===== src/rtl/gpio_exp_pkg.sv =====
// ============================================================================
// Package  : gpio_exp_pkg
// Brief    : Shared FSM encodings and SPI frame geometry for the GPIO expander.
// Revision : 1.0
// ============================================================================
`timescale 1ns/1ps
`default_nettype none

package gpio_exp_pkg;

  localparam int FRAME_BITS = 16;
  localparam int CMD_BITS   = 8;
  localparam int RW_BIT     = 15;

  typedef enum logic [1:0] {
    S_IDLE = 2'd0,
    S_CMD  = 2'd1,
    S_DATA = 2'd2,
    S_DONE = 2'd3
  } spi_state_t;

  typedef enum logic [1:0] {
    A_IDLE   = 2'd0,
    A_SETUP  = 2'd1,
    A_ACCESS = 2'd2
  } apb_state_t;

endpackage

`default_nettype wire


===== src/rtl/spi_apb_bridge_if.sv =====
// ============================================================================
// Interface: spi_apb_bridge_if
// Brief    : APB bus between the SPI bridge (master) and the GPIO register block.
// Revision : 1.0
// ============================================================================
`timescale 1ns/1ps
`default_nettype none

interface spi_apb_bridge_if #(
  parameter int ADDR_WIDTH = 3,
  parameter int DATA_WIDTH = 8
);
  logic [ADDR_WIDTH-1:0] paddr;
  logic                  pwrite;
  logic                  pselx;
  logic                  penable;
  logic [DATA_WIDTH-1:0] pwdata;
  logic [DATA_WIDTH-1:0] prdata;
  logic                  pready;

  modport master (
    output paddr, pwrite, pselx, penable, pwdata,
    input  prdata, pready
  );

  modport slave (
    input  paddr, pwrite, pselx, penable, pwdata,
    output prdata, pready
  );
endinterface

`default_nettype wire


===== src/rtl/sync_2ff.sv =====
// ============================================================================
// Module   : sync_2ff
// Brief    : Parameterised-width two-flop synchroniser with per-bit reset value.
// Revision : 1.0
// ============================================================================
`timescale 1ns/1ps
`default_nettype none

module sync_2ff #(
  parameter int              WIDTH     = 1,
  parameter logic [WIDTH-1:0] RESET_VAL = '0
) (
  input  logic             pclk,
  input  logic             presetn,
  input  logic [WIDTH-1:0] i_d,
  output logic [WIDTH-1:0] o_q
);

  logic [WIDTH-1:0] r_meta;
  logic [WIDTH-1:0] r_sync;

  always_ff @(posedge pclk) begin
    if (!presetn) begin
      r_meta <= RESET_VAL;
      r_sync <= RESET_VAL;
    end else begin
      r_meta <= i_d;
      r_sync <= r_meta;
    end
  end

  assign o_q = r_sync;

endmodule

`default_nettype wire


===== src/rtl/spi_apb_bridge.sv =====
// ============================================================================
// Module   : spi_apb_bridge
// Brief    : SPI mode-0 slave that turns each 16-bit frame into one APB transfer.
// Revision : 1.0
// ============================================================================
`timescale 1ns/1ps
`default_nettype none

module spi_apb_bridge
  import gpio_exp_pkg::*;
#(
  parameter int DATA_WIDTH     = 8,
  parameter int ADDR_WIDTH     = 3,
  parameter int PREADY_TIMEOUT = 15
) (
  input  logic pclk,
  input  logic presetn,
  input  logic sclk,
  input  logic cs_n,
  input  logic mosi,
  output logic miso,
  output logic miso_oe,
  output logic busy,
  spi_apb_bridge_if.master apb
);

  localparam int c_wait_w = $clog2(PREADY_TIMEOUT + 1);

  // cs_n resets high so the pad stays tristated and no false frame start is seen
  logic [2:0] w_sync;
  sync_2ff #(.WIDTH(3), .RESET_VAL(3'b010)) u_sync (
    .pclk    (pclk),
    .presetn (presetn),
    .i_d     ({sclk, cs_n, mosi}),
    .o_q     (w_sync)
  );

  logic w_sclk_s, w_cs_s, w_mosi_s;
  logic r_sclk_d, r_cs_d;
  logic w_rise, w_fall, w_cs_start, w_cs_end;

  assign w_sclk_s = w_sync[2];
  assign w_cs_s   = w_sync[1];
  assign w_mosi_s = w_sync[0];

  always_ff @(posedge pclk) begin
    if (!presetn) begin
      r_sclk_d <= 1'b0;
      r_cs_d   <= 1'b1;
    end else begin
      r_sclk_d <= w_sclk_s;
      r_cs_d   <= w_cs_s;
    end
  end

  assign w_rise     =  w_sclk_s & ~r_sclk_d;
  assign w_fall     = ~w_sclk_s &  r_sclk_d;
  assign w_cs_start = ~w_cs_s   &  r_cs_d;
  assign w_cs_end   =  w_cs_s   & ~r_cs_d;

  spi_state_t r_sstate, w_sstate_nxt;
  apb_state_t r_astate, w_astate_nxt;

  logic [FRAME_BITS-2:0] r_rx;
  logic [FRAME_BITS-1:0] w_rx_nxt;
  logic [4:0]            r_bit_cnt;
  logic [4:0]            r_fall_cnt;
  logic                  r_is_write;
  logic [DATA_WIDTH-1:0] r_tx;
  logic [DATA_WIDTH-1:0] r_rd_buf;
  logic                  r_err;
  logic                  r_err_rep;

  logic                  w_cmd_done;
  logic                  w_launch;
  logic                  w_launch_wr;
  logic [ADDR_WIDTH-1:0] w_launch_addr;
  logic [DATA_WIDTH-1:0] w_launch_data;
  logic                  w_done;
  logic                  w_abort;
  logic                  w_err_evt;

  logic [c_wait_w-1:0]   r_wait_cnt;
  logic [ADDR_WIDTH-1:0] r_paddr;
  logic                  r_pwrite;
  logic [DATA_WIDTH-1:0] r_pwdata;

  assign w_rx_nxt = {r_rx, w_mosi_s};

  always_ff @(posedge pclk) begin
    if (!presetn) begin
      r_sstate <= S_IDLE;
    end else begin
      r_sstate <= w_sstate_nxt;
    end
  end

  // A rise is acted on before cs_end, so a 16th rise coinciding with cs_end still launches
  always_comb begin
    w_sstate_nxt  = r_sstate;
    w_cmd_done    = 1'b0;
    w_launch      = 1'b0;
    w_launch_wr   = 1'b0;
    w_launch_addr = w_rx_nxt[ADDR_WIDTH-1:0];
    w_launch_data = '0;
    case (r_sstate)
      S_IDLE: begin
        if (w_cs_start) w_sstate_nxt = S_CMD;
      end
      S_CMD: begin
        if (w_rise && r_bit_cnt == 5'(CMD_BITS - 1)) begin
          w_cmd_done   = 1'b1;
          w_sstate_nxt = S_DATA;
          if (!w_rx_nxt[CMD_BITS-1]) w_launch = 1'b1;
        end
        if (w_cs_end) w_sstate_nxt = S_IDLE;
      end
      S_DATA: begin
        if (w_rise && r_bit_cnt == 5'(FRAME_BITS - 1)) begin
          w_sstate_nxt  = S_DONE;
          w_launch      = w_rx_nxt[RW_BIT];
          w_launch_wr   = 1'b1;
          w_launch_addr = w_rx_nxt[CMD_BITS +: ADDR_WIDTH];
          w_launch_data = w_rx_nxt[DATA_WIDTH-1:0];
        end
        if (w_cs_end) w_sstate_nxt = S_IDLE;
      end
      S_DONE: begin
        if (w_cs_end) w_sstate_nxt = S_IDLE;
      end
      default: w_sstate_nxt = S_IDLE;
    endcase
  end

  // Status byte shifts out during the command; the 8th fall swaps in the read data
  always_ff @(posedge pclk) begin
    if (!presetn) begin
      r_rx       <= '0;
      r_bit_cnt  <= '0;
      r_fall_cnt <= '0;
      r_is_write <= 1'b0;
      r_tx       <= '0;
    end else if (r_sstate == S_IDLE) begin
      if (w_cs_start) begin
        r_rx       <= '0;
        r_bit_cnt  <= '0;
        r_fall_cnt <= '0;
        r_tx       <= {r_err, {(DATA_WIDTH-1){1'b0}}};
      end
    end else begin
      if (w_rise && r_sstate != S_DONE) begin
        r_rx      <= w_rx_nxt[FRAME_BITS-2:0];
        r_bit_cnt <= r_bit_cnt + 5'd1;
      end
      if (w_cmd_done) r_is_write <= w_rx_nxt[CMD_BITS-1];
      if (w_fall) begin
        r_fall_cnt <= r_fall_cnt + 5'd1;
        if (r_fall_cnt == 5'(CMD_BITS - 1)) begin
          r_tx <= r_is_write ? '0 : r_rd_buf;
        end else begin
          r_tx <= {r_tx[DATA_WIDTH-2:0], 1'b0};
        end
      end
    end
  end

  assign miso    = r_tx[DATA_WIDTH-1];
  assign miso_oe = ~w_cs_s;

  // A fresh error is never cleared by the frame end that follows it unreported
  assign w_err_evt = w_abort | (w_launch & (r_astate != A_IDLE));

  always_ff @(posedge pclk) begin
    if (!presetn) begin
      r_err     <= 1'b0;
      r_err_rep <= 1'b0;
    end else if (w_err_evt) begin
      r_err     <= 1'b1;
      r_err_rep <= 1'b0;
    end else if (r_sstate == S_IDLE && w_cs_start) begin
      r_err_rep <= r_err;
    end else if (w_cs_end && r_err_rep) begin
      r_err     <= 1'b0;
      r_err_rep <= 1'b0;
    end
  end

  always_ff @(posedge pclk) begin
    if (!presetn) begin
      r_astate <= A_IDLE;
    end else begin
      r_astate <= w_astate_nxt;
    end
  end

  always_comb begin
    w_astate_nxt = r_astate;
    w_done       = 1'b0;
    w_abort      = 1'b0;
    case (r_astate)
      A_IDLE: begin
        if (w_launch) w_astate_nxt = A_SETUP;
      end
      A_SETUP: begin
        w_astate_nxt = A_ACCESS;
      end
      A_ACCESS: begin
        if (apb.pready) begin
          w_done       = 1'b1;
          w_astate_nxt = A_IDLE;
        end else if (r_wait_cnt == c_wait_w'(PREADY_TIMEOUT - 1)) begin
          w_abort      = 1'b1;
          w_astate_nxt = A_IDLE;
        end
      end
      default: w_astate_nxt = A_IDLE;
    endcase
  end

  always_ff @(posedge pclk) begin
    if (!presetn) begin
      r_wait_cnt <= '0;
      r_paddr    <= '0;
      r_pwrite   <= 1'b0;
      r_pwdata   <= '0;
      r_rd_buf   <= '0;
    end else begin
      r_wait_cnt <= (r_astate == A_ACCESS) ? r_wait_cnt + c_wait_w'(1) : '0;
      if (r_astate == A_IDLE && w_launch) begin
        r_paddr  <= w_launch_addr;
        r_pwrite <= w_launch_wr;
        r_pwdata <= w_launch_wr ? w_launch_data : '0;
      end
      if (w_done && !r_pwrite) begin
        r_rd_buf <= apb.prdata;
      end else if (w_abort && !r_pwrite) begin
        r_rd_buf <= '0;
      end
    end
  end

  assign apb.paddr   = r_paddr;
  assign apb.pwrite  = r_pwrite;
  assign apb.pwdata  = r_pwdata;
  assign apb.pselx   = (r_astate != A_IDLE);
  assign apb.penable = (r_astate == A_ACCESS);
  assign busy        = (r_astate != A_IDLE);

endmodule

`default_nettype wire


===== src/flat_wrapper.sv =====
// flat-port wrapper written by rule: the top's interface ports become plain ports
module spi_apb_bridge_flat import gpio_exp_pkg::*;
#(
  parameter int DATA_WIDTH     = 8,
  parameter int ADDR_WIDTH     = 3,
  parameter int PREADY_TIMEOUT = 15
)
  (pclk, presetn, sclk, cs_n, mosi, miso, miso_oe, busy, apb_paddr, apb_pwrite, apb_pselx, apb_penable, apb_pwdata, apb_prdata, apb_pready);
  spi_apb_bridge_if #(.ADDR_WIDTH(ADDR_WIDTH), .DATA_WIDTH(DATA_WIDTH)) apb_i ();
  input  logic pclk;
  input  logic presetn;
  input  logic sclk;
  input  logic cs_n;
  input  logic mosi;
  output logic miso;
  output logic miso_oe;
  output logic busy;
  output wire logic [$bits(apb_i.paddr)-1:0] apb_paddr;
  output wire logic [$bits(apb_i.pwrite)-1:0] apb_pwrite;
  output wire logic [$bits(apb_i.pselx)-1:0] apb_pselx;
  output wire logic [$bits(apb_i.penable)-1:0] apb_penable;
  output wire logic [$bits(apb_i.pwdata)-1:0] apb_pwdata;
  input wire logic [$bits(apb_i.prdata)-1:0] apb_prdata;
  input wire logic [$bits(apb_i.pready)-1:0] apb_pready;
  assign apb_paddr = apb_i.paddr;
  assign apb_pwrite = apb_i.pwrite;
  assign apb_pselx = apb_i.pselx;
  assign apb_penable = apb_i.penable;
  assign apb_pwdata = apb_i.pwdata;
  assign apb_i.prdata = apb_prdata;
  assign apb_i.pready = apb_pready;
  spi_apb_bridge #(.DATA_WIDTH(DATA_WIDTH), .ADDR_WIDTH(ADDR_WIDTH), .PREADY_TIMEOUT(PREADY_TIMEOUT)) u_core (.pclk(pclk), .presetn(presetn), .sclk(sclk), .cs_n(cs_n), .mosi(mosi), .miso(miso), .miso_oe(miso_oe), .busy(busy), .apb(apb_i));
endmodule

===== config.mk =====
export PLATFORM = sky130hd
export DESIGN_NAME = spi_apb_bridge_flat
export DESIGN_NICKNAME = d
export VERILOG_FILES = /design/src/rtl/gpio_exp_pkg.sv /design/src/rtl/spi_apb_bridge_if.sv /design/src/rtl/sync_2ff.sv /design/src/rtl/spi_apb_bridge.sv /design/src/flat_wrapper.sv
export SDC_FILE = /design/constraint.sdc
export NUM_CORES = 1
export LEC_CHECK = 0
export CAP_MARGIN = 20
export CORE_AREA = 2 2 70 99
export DETAILED_ROUTE_END_ITERATION = 7
export DIE_AREA = 0 0 72 101
export HOLD_SLACK_MARGIN = 0.05
export PLACE_DENSITY = 0.75
export SYNTH_ARGS = -nofsm -noshare
export SYNTH_HDL_FRONTEND = slang
export SYNTH_HIERARCHICAL = 1
export SYNTH_SLANG_ARGS = --single-unit

===== constraint.sdc =====
create_clock -name pclk -period 3 [get_ports pclk]
set_clock_uncertainty 0.2 [all_clocks]
set_input_delay 0.6 -clock pclk [delete_from_list [all_inputs] [get_ports pclk]]
set_output_delay 0.6 -clock pclk [all_outputs]
set_load 0.005 [all_outputs]

==> flow_summary.yaml, run 1 <==
synth:
  synth_commonest_cells: "72 x dfxtp_1, 51 x nor2_1, 30 x a22oi_1"
  synth_top_family_by_area: "simple AND/OR/NAND/NOR gates"
  synth_warnings: 6
  synth.cell_area_mm2: 0.003128
  syn-num-nets: 360
  ys_ff_latch: 72
  yosysTopAreaCellShare_pct: 46.08
  yosys.area.top_type: "dfxtp_1"
  synth-simple-area-share_pct: 22.76
  ys_types: 48
  synth_compound_area_share_pct: 17.20
  synth_seq_area_share_pct: 46.08
  synth_area_leaders: "dfxtp_1 46%, a22oi_1 7.2%, nor2_1 6.1%"
  synth_xor_area_share_pct: 1.400
  synth_cells: 337
  ys.flop_type: "dfxtp_1"
  synth.area.mux_share_pct: 4.120
  synth_edf_count: 0
  synth_fa_ha_area_share_pct: 3.600
  ys_async_sr_fraction_pct: 0
  synth_most_common_cell: "dfxtp_1"
  synth.avg_cell_area_um2: 9.282
grt:
  grt_remaining_overflow: 0
  grt_pass1_wl_um: 11040
  grt_antenna_before_repair: 0
  grt_usage_pct: 19.23
  grt_pass1_vias: 2472
  grt_max_degree: 27
sta:
  setup_ws_ps: 372.6
  hold_viol: 0
  fin_crit_sh_pct: 87.58
  rsz0062_at_grt: "no"
  fin_crit_ps: 2627
  setup_violations: 0
  hold_slack_ps: 209.9
  finalMaxSlewViolations: 0
  setup_tns_ps: 0
  max_freq_mhz: 380.6
  tightest_slew_ps: 648.8
  relSlewSlack_pct: 56.75
worst_hold_path:
  hp-class: "reg2reg"
drt:
  first_pass_iters: 4
  drt-total-wl_um: 6308
  drcViolationCount: 0
  ant_nets: 0
  wl_per_cell_um: 14.24
  vias: 2461
  routed_via_density: 5.555
  drt_iter0_markers: 137
clocking:
  numClockSinks: 72
  cts_max_level: 3
  clock_latency_ps: 340
  clk_pin_slew_ps: 80
  cts_buffers: 9
  cts_setup_buffers: 0
  cts_tree: "done"
  cts_resized: 0
  root_buffer: "clkbuf_8"
  postCtsHoldBufs: 0
  cts.path.max_buffers: 2
critical_path:
  worstSetupStartpointType: "flop"
  critPathRequiredTime_ps: 3020
  max_stage_delay_ps: 570
  crit_chain: "ha_1 -> and3_1 -> ha_1 -> and4b_1 -> a22oi_4 -> nor3b_2 -> o31a_1"
  worstSetupEndpointType: "flop"
  critPathMaxFanout: 26
  cp_common_cell: "ha_1"
  arrival_ps: 2650
  critPathKind: "reg2reg"
  slowest_stage: "a22oi_4"
placement:
  pre_cts_ws_ps: 388.3
  port_buffers: 30
  gp_congestion: 0.8085
  hpwlAfterDp_um: 4359
power_and_ir_drop:
  p_clk_share_pct: 38.1
  ir_drop_uv: 347.1
  p_seq_share_pct: 54.5
  p_int_mw: 1.336
  comb_power_share_pct: 7.4
  sw_frac_of_total_pct: 25.09
  p_sw_uw: 447.5
  p_per_area_mw_per_mm2: 491.6
  p_leak_nw: 1.312
outcome:
  outcome: "finished clean"
die:
  io_pins: 31
  start_util_pct: 48.59
  dieArea_mm2: 0.007272
  die_h_um: 101
  die_x_um: 72
  rows: 35
  coreArea_mm2: 0.006437
finish:
  areaGrowthSynthToFinish_pct: 16.00
  fill_cells: 581
  antenna_cells: 0
  layout-drive-gt1-share_pct: 11.11
  nets: 387
job:
  max-cap-violations: 0
## cells in the final DEF (no fill, tap or decap), types with 7 or more instances in the layout
master / count
dfxtp_1: 72
nor2_1: 51
clkdlybuf4s50_1: 30
a22oi_1: 30
a21oi_1: 21
nand2_1: 18
or3_1: 13
o21ai_0: 13
clkbuf_8: 10
nor2b_1: 9
ha_1: 9
inv_1: 8
and2_1: 7
mux2_2: 7
## power groups by stage
stage / logic, mW / clock network, mW / registers (mW)
3_3_place_gp: 0.129 / 0 / 0.994
5_1_grt: 0.146 / 0.743 / 0.974
2_1_floorplan: 0.0969 / 0 / 0.992
6_report: 0.132 / 0.680 / 0.972
3_5_place_dp: 0.131 / 0 / 0.995
4_1_cts: 0.132 / 0.694 / 0.972
## layer usage
| layer | vias up | track usage (%) | wire [um] |
|---|---|---|---|
| li1 | 1244 | - | - |
| met1 | 1180 | 21.83 | 2744 |
| met2 | 31 | 34.76 | 3308 |
| met3 | 6 | 2.400 | 156 |
| met4 | 0 | 9.724 | 99 |
| met5 | - | 0 | 0 |
## cell families (layout without fill, tap and decap cells)
group	count (synthesis)	after routing
compound gates	80	80
xor+xnor	5	5
fa+ha+maj	9	9
buf+inv	29	61
flops	72	72
mux	12	12
simple gates	130	130
## through the flow
step / util, % / std cells / area [um^2] / power, mW
floorplan: - / 337 / 3128 / 1.089
global placement: 53.57 / 427 / 3448 / 1.123
detailed placement: 53.57 / 427 / 3448 / 1.126
CTS: 56.37 / 443 / 3628 / 1.798
global route: 56.37 / 443 / 3628 / 1.863
finish: 56.37 / 443 / 3628 / 1.784
## critical path: cells and delay by family, from the launching register on
| family | cells | cell delay (ps) |
|---|---|---|
| flops | 1 | 340 |
| compound gates | 2 | 880 |
| simple gates | 3 | 660 |
| fa+ha+maj | 2 | 420 |
## worst paths after layout
path                                                         to  cells past startpoint  slack (ps)                          startpoint
worst max-delay path                  u_core/r_err$_SDFFE_PN0P_                      7         370    u_core/r_bit_cnt[0]$_SDFFE_PN0P_
worst min-delay path            u_core/u_sync/o_q[1]$_SDFF_PN1_                      1         210  u_core/u_sync/r_meta[1]$_SDFF_PN1_
worst max register to register        u_core/r_err$_SDFFE_PN0P_                      7         370    u_core/r_bit_cnt[0]$_SDFFE_PN0P_
worst min register to register  u_core/u_sync/o_q[1]$_SDFF_PN1_                      1         210  u_core/u_sync/r_meta[1]$_SDFF_PN1_
## cell type report
class | instances | area [um^2] | area share (%)
Clock inverter | 6 | 42.54 | 1.172
Clock buffer | 10 | 137.6 | 3.793
Tap cell | 74 | 92.59 | 2.552
Multi-Input combinational cell | 236 | 1535 | 42.31
Inverter | 9 | 33.78 | 0.9310
Timing Repair Buffer | 36 | 345.3 | 9.517
Sequential cell | 72 | 1441 | 39.72
## sequential cells by signal, indices dropped and copies added, names as in the netlist
signal                count
u_core/r_sstate           2
u_core/r_astate           2
u_core/r_is_write         1
u_core/r_err              1
u_core/apb.pwrite         1
u_core/r_bit_cnt          5
u_core/apb.paddr          3
u_core/r_rd_buf           8
u_core/r_cs_d             1
u_core/u_sync/o_q         3
u_core/r_rx              15
u_core/r_wait_cnt         4
u_core/u_sync/r_meta      3
u_core/r_tx               8
u_core/r_err_rep          1
u_core/r_sclk_d           1
u_core/apb.pwdata         8
u_core/r_fall_cnt         5
(Power assumes the default switching activity.)
==> inputs of run 2 (changes only) <==
--- a/config.mk
+++ b/config.mk
@@ -6,11 +6,11 @@
 export NUM_CORES = 1
 export LEC_CHECK = 0
 export CAP_MARGIN = 20
-export CORE_AREA = 2 2 70 99
+export CORE_AREA = 2 2 78 110
 export DETAILED_ROUTE_END_ITERATION = 7
-export DIE_AREA = 0 0 72 101
+export DIE_AREA = 0 0 80 112
 export HOLD_SLACK_MARGIN = 0.05
-export PLACE_DENSITY = 0.75
+export PLACE_DENSITY = 0.63
 export SYNTH_ARGS = -nofsm -noshare
 export SYNTH_HDL_FRONTEND = slang
 export SYNTH_HIERARCHICAL = 1
==> run 2 against run 1 <==
Compared with the run above: largest cell class unchanged; register-to-register slack got worse by 50 ps; global-route usage decreased by 3.2 points; critical path type unchanged; first-iteration DRC count decreased by 13%; fmax decreased by 1.7%; flip-flop and latch count unchanged; cell area increased by 3.4%; utilization decreased by 9.5 points; die area increased by 23%; critical endpoint unchanged; routed wire length increased by 6.1%; combinational power about the same; non-clock buffer count unchanged.
==> flow_summary.yaml, run 2 (synthesis gave the netlist of run 1 again) <==
die:
  die_h_um: 112
  start_util_pct: 39.09
  coreArea_mm2: 0.008003
  dieArea_mm2: 0.008960
  io_pins: 31
  rows: 39
  die_x_um: 80
placement:
  hpwlAfterDp_um: 4520
  gp_congestion: 0.7672
  dpl_cell_area_mm2: 0.003483
  port_buffers: 30
drt:
  routed_via_density: 5.227
  drt-total-wl_um: 6692
  first_pass_iters: 5
  wl_per_cell_um: 14.21
  drcViolationCount: 0
  vias: 2462
  drt_iter0_markers: 119
  ant_nets: 0
finish:
  fill_cells: 801
  antenna_cells: 0
  layout-drive-gt1-share_pct: 11.11
  largest_reg_flops: 15
  mostFrequentLayoutCells: "72 x dfxtp_1, 51 x nor2_1, 30 x clkdlybuf4s50_1, 30 x a22oi_1, 21 x a21oi_1"
  nets: 387
  design_area_mm2: 0.003754
  layout_commonest_cell: "dfxtp_1"
  areaGrowthSynthToFinish_pct: 20.00
  top_register: "u_core/r_rx"
critical_path:
  worstSetupStartpointType: "flop"
  critPathMaxFanout: 26
  arrival_ps: 2700
  reg2reg_setup_slack_ps: 330
  r2r-start: "u_core/r_bit_cnt[0]$_SDFFE_PN0P_"
  reg2reg_to: "u_core/r_err$_SDFFE_PN0P_"
  critPathRequiredTime_ps: 3020
  critPathKind: "reg2reg"
  worst_r2r_path_depth: 7
  worstSetupEndpointType: "flop"
worst_hold_path:
  hp-class: "reg2reg"
  whs_endpoint: "u_core/u_sync/o_q[1]$_SDFF_PN1_"
  worstHoldStart: "u_core/u_sync/r_meta[1]$_SDFF_PN1_"
  min_path_cells: 1
clocking:
  cts_tree: "done"
  cts_setup_buffers: 0
  cts_resized: 0
  numClockSinks: 72
  clock_latency_ps: 330
  cts_max_level: 3
  cts.path.max_buffers: 2
  postCtsHoldBufs: 0
  cts_buffers: 9
  root_buffer: "clkbuf_16"
  clk_pin_slew_ps: 60
job:
  max-cap-violations: 0
sta:
  fin_crit_sh_pct: 89.12
  max_freq_mhz: 374.0
  fin_crit_ps: 2674
  relSlewSlack_pct: 54.76
  finalMaxSlewViolations: 0
  hold_viol: 0
  setup_tns_ps: 0
  tightest_slew_ps: 675.7
  setup_violations: 0
  rsz0062_at_grt: "no"
grt:
  grt_pass1_vias: 2398
  grt_antenna_before_repair: 0
  grt_usage_pct: 16.04
  grt_pass1_wl_um: 11190
  grt_max_degree: 27
  grt_remaining_overflow: 0
power_and_ir_drop:
  p_leak_nw: 1.359
  ir_drop_uv: 381.0
  p_per_area_mw_per_mm2: 553.1
outcome:
  outcome: "finished clean"
run 2: power breakdown:
part           internal [mW]  switching [mW]  total [mW]
sequential             0.965         0.00936       0.974
clock                  0.558           0.409       0.967
combinational         0.0491          0.0856       0.135
total                   1.57           0.504        2.08
run 2: layout make-up:
cell class | count | area, um^2 | share of cell area (%)
flip-flops and latches | 72 | 1441 | 38.40
clock buffers | 9 | 225.2 | 6.000
well taps | 102 | 127.6 | 3.400
repair buffers | 36 | 345.3 | 9.200
multi-input cells | 236 | 1535 | 40.90
inverters | 9 | 33.78 | 0.9000
clock inverters | 7 | 45.04 | 1.200
run 2: how the worst max path moves through the flow:
stage,slack [ps],start,depth (start not counted),to
floorplan,790,u_core/r_bit_cnt[0]$_SDFFE_PN0P_,9,u_core/r_err$_SDFFE_PN0P_
global placement,440,u_core/r_bit_cnt[0]$_SDFFE_PN0P_,7,u_core/r_err$_SDFFE_PN0P_
detailed placement,360,u_core/r_bit_cnt[0]$_SDFFE_PN0P_,7,u_core/r_err$_SDFFE_PN0P_
CTS,350,u_core/r_bit_cnt[0]$_SDFFE_PN0P_,7,u_core/r_err$_SDFFE_PN0P_
global route,140,u_core/r_bit_cnt[1]$_SDFFE_PN0P_,7,u_core/apb.pwdata[5]$_SDFFE_PN0P_
finish,330,u_core/r_bit_cnt[0]$_SDFFE_PN0P_,7,u_core/r_err$_SDFFE_PN0P_
run 2: per-stage QoR:
stage	hold slack [ps]	cells	setup WS (ps)	utilization [%]	power [mW]
5_1_grt	229.0	471	144.4	46.90	2.153
6_report	215.3	471	326.4	46.90	2.076
3_3_place_gp	198.6	455	441.3	43.53	1.127
2_1_floorplan	186.3	337	790.0	-	1.089
4_1_cts	216.3	471	346.9	46.90	2.097
3_5_place_dp	203.1	455	363.9	43.53	1.128
run 2: worst max-delay path, stage by stage (launching register included):
cell     delay, ps
dfxtp_1        330
ha_1           220
and3_1         190
ha_1           190
and4b_1        380
a22oi_4        610
nor3b_2        120
o31a_1         310
run 2: metal layers:
layer	vias to the layer above	wire (um)	track usage (%)
li1	1249	-	-
met1	1164	2998	18.83
met2	40	3320	26.67
met3	9	209	4.538
met4	0	163	7.345
met5	-	0	0
==> inputs of run 3 (changes only) <==
--- a/config.mk
+++ b/config.mk
@@ -5,10 +5,11 @@
 export SDC_FILE = /design/constraint.sdc
 export NUM_CORES = 1
 export LEC_CHECK = 0
+export ABC_AREA = 1
 export CAP_MARGIN = 20
-export CORE_AREA = 2 2 78 110
+export CORE_AREA = 2 2 79 111
 export DETAILED_ROUTE_END_ITERATION = 7
-export DIE_AREA = 0 0 80 112
+export DIE_AREA = 0 0 81 113
 export HOLD_SLACK_MARGIN = 0.05
 export PLACE_DENSITY = 0.63
 export SYNTH_ARGS = -nofsm -noshare
==> run 3 against run 2 <==
Compared with the run above: utilization hardly changed; critical path type unchanged; synthesized cell count is 24% higher; highest routed layer unchanged; register-to-register slack better by 340 ps.
==> flow_summary.yaml, run 3 <==
worst_hold_path:
  hp-class: "reg2reg"
  worstHoldStart: "u_core/u_sync/r_meta[1]$_SDFF_PN1_"
  min_path_cells: 2
  whs_endpoint: "u_core/u_sync/o_q[1]$_SDFF_PN1_"
sta:
  finalMaxSlewViolations: 0
  setup_violations: 0
  fin_crit_sh_pct: 77.65
  relSlewSlack_pct: 54.34
  max_freq_mhz: 429.3
  hold_viol: 0
  fin_crit_ps: 2330
  tightest_slew_ps: 681.1
  setup_tns_ps: 0
  rsz0062_at_grt: "no"
synth:
  synth_commonest_cells: "125 x nand2_1, 72 x dfxtp_1, 55 x a21oi_1"
  synth.avg_cell_area_um2: 7.660
  yosysTopAreaCellShare_pct: 45.02
  synth_most_common_cell: "nand2_1"
  synth_cells: 418
  synth_edf_count: 0
  synth_area_leaders: "dfxtp_1 45%, nand2_1 15%, a21oi_1 8.6%"
  synth.cell_area_mm2: 0.003202
  ys_async_sr_fraction_pct: 0
  yosys.area.top_type: "dfxtp_1"
  ys.flop_type: "dfxtp_1"
  synth_seq_area_share_pct: 45.02
  synth_warnings: 6
  ys_types: 38
  syn-num-nets: 441
  ys_ff_latch: 72
critical_path:
  worstSetupEndpointType: "flop"
  worstSetupStartpointType: "flop"
  cp.depth: 10
  critPathKind: "reg2reg"
  path_buf_inv: 1
  slowest_stage: "nor2_1"
  path_delay_family: "simple AND/OR/NAND/NOR gates"
  critPathRequiredTime_ps: 3060
  arrival_ps: 2390
  max_stage_delay_ps: 490
  crit_chain: "ha_1 -> nand2_1 -> nor2_1 -> ha_1 -> inv_1 -> nor2_1 -> nand3_1 -> nand2_1 -> nand4_2 -> a21oi_2"
  reg2reg_to: "u_core/apb.paddr[2]$_SDFFE_PN0P_"
  worst_r2r_path_depth: 10
  reg2reg_setup_slack_ps: 670
  r2r-start: "u_core/r_bit_cnt[0]$_SDFFE_PN0P_"
  critPathMaxFanout: 11
drt:
  wl_per_cell_um: 11.86
  drcViolationCount: 0
  first_pass_iters: 4
  vias: 2717
  drt_iter0_markers: 136
  ant_nets: 0
  drt-total-wl_um: 6557
  routed_via_density: 4.913
clocking:
  cts_buffers: 9
  cts_setup_buffers: 0
  clock_latency_ps: 330
  cts_tree: "done"
  cts.path.max_buffers: 2
  clk_pin_slew_ps: 60
  numClockSinks: 72
  cts_max_level: 3
  cts_resized: 0
  root_buffer: "clkbuf_16"
  postCtsHoldBufs: 0
die:
  rows: 39
  dieArea_mm2: 0.009153
  die_x_um: 81
  die_h_um: 113
  io_pins: 31
  coreArea_mm2: 0.008100
  start_util_pct: 39.53
finish:
  design_area_mm2: 0.003799
  layout-drive-gt1-share_pct: 10.20
  largest_reg_flops: 15
  top_register: "u_core/r_rx"
  antenna_cells: 0
  final_cells: 553
  nets: 470
  mostFrequentLayoutCells: "125 x nand2_1, 72 x dfxtp_1, 55 x a21oi_1"
  areaGrowthSynthToFinish_pct: 18.64
  layout_commonest_cell: "nand2_1"
power_and_ir_drop:
  sw_frac_of_total_pct: 25.57
  p_seq_share_pct: 45.8
  p_int_mw: 1.602
  power.total_mw: 2.153
  p_sw_uw: 550.5
  p_clk_share_pct: 42.7
  comb_power_share_pct: 11.5
  ir_drop_uv: 283.8
  p_leak_nw: 1.388
  p_per_area_mw_per_mm2: 566.7
outcome:
  outcome: "finished clean"
grt:
  grt_max_degree: 51
  grt_pass1_vias: 2545
  grt_usage_pct: 15.69
  grt_remaining_overflow: 0
  grt_pass1_wl_um: 11250
  grt_antenna_before_repair: 0
placement:
  placedCellCount: 538
  hpwlAfterDp_um: 4686
  dpl_cell_area_mm2: 0.003543
  gp_congestion: 0.8157
  port_buffers: 30
job:
  max-cap-violations: 0
run 3: cells by family after synthesis:
kind of cell               after synthesis  share of synthesized area [%]
DFF                                     72                          45.02
AOI/OAI and AO/OA                       81                          13.64
xor gates and xnor gates                 1                         0.2736
adders and majority gates                9                          3.517
and+or+nand+nor                        199                          28.68
buffers and inverters                   56                          8.870
run 3: cell type report:
cell class              count  area (um^2)
fillers                   824         4302
multi-input cells         290         1476
flip-flops and latches     72         1441
repair buffers             35        350.3
clock buffers              11        232.7
inverters                  39        147.6
well taps                 102        127.6
clock inverters             4        22.52
run 3: worst max-delay path by stage:
stage                                           from                                end  slack, ps
CTS                 u_core/r_bit_cnt[0]$_SDFFE_PN0P_   u_core/apb.paddr[2]$_SDFFE_PN0P_        650
global placement                          apb_pready    u_core/r_rd_buf[5]$_SDFFE_PN0P_        610
global route        u_core/r_bit_cnt[0]$_SDFFE_PN0P_  u_core/apb.pwdata[2]$_SDFFE_PN0P_        400
detailed placement                        apb_pready    u_core/r_rd_buf[3]$_SDFFE_PN0P_        540
finish              u_core/r_bit_cnt[0]$_SDFFE_PN0P_   u_core/apb.paddr[2]$_SDFFE_PN0P_        670
floorplan           u_core/r_bit_cnt[0]$_SDFFE_PN0P_  u_core/apb.pwdata[0]$_SDFFE_PN0P_       1160
run 3: power groups by stage:
stage | registers [mW] | logic (mW) | clock network [mW]
6_report | 0.986 | 0.247 | 0.919
5_1_grt | 0.989 | 0.274 | 0.987
4_1_cts | 0.987 | 0.247 | 0.950
3_5_place_dp | 1.01 | 0.245 | 0
3_3_place_gp | 1.01 | 0.244 | 0
2_1_floorplan | 1.00 | 0.199 | 0
run 3: per-layer routing:
layer / vias up / routed length (um) / global-route usage (%)
met5: - / 0 / 0
met4: 0 / 168 / 8.249
met3: 15 / 203 / 3.190
met2: 44 / 3321 / 27.27
met1: 1226 / 2863 / 17.66
li1: 1432 / - / -
run 3: tightest hold or removal path, stage by stage (launching register included):
cell and delay (ps):
dfxtp_1 310, inv_1 30, nand2_1 40
run 3: metrics by stage:
| stage | util (%) | hold WS, ps | setup WS, ps |
|---|---|---|---|
| detailed placement | 43.74 | 196.1 | 539.0 |
| global placement | 43.74 | 182.0 | 610.1 |
| finish | 46.90 | 205.0 | 670.4 |
| floorplan | - | 179.5 | 1155 |
| global route | 46.90 | 230.3 | 395.7 |
| CTS | 46.90 | 209.2 | 652.4 |
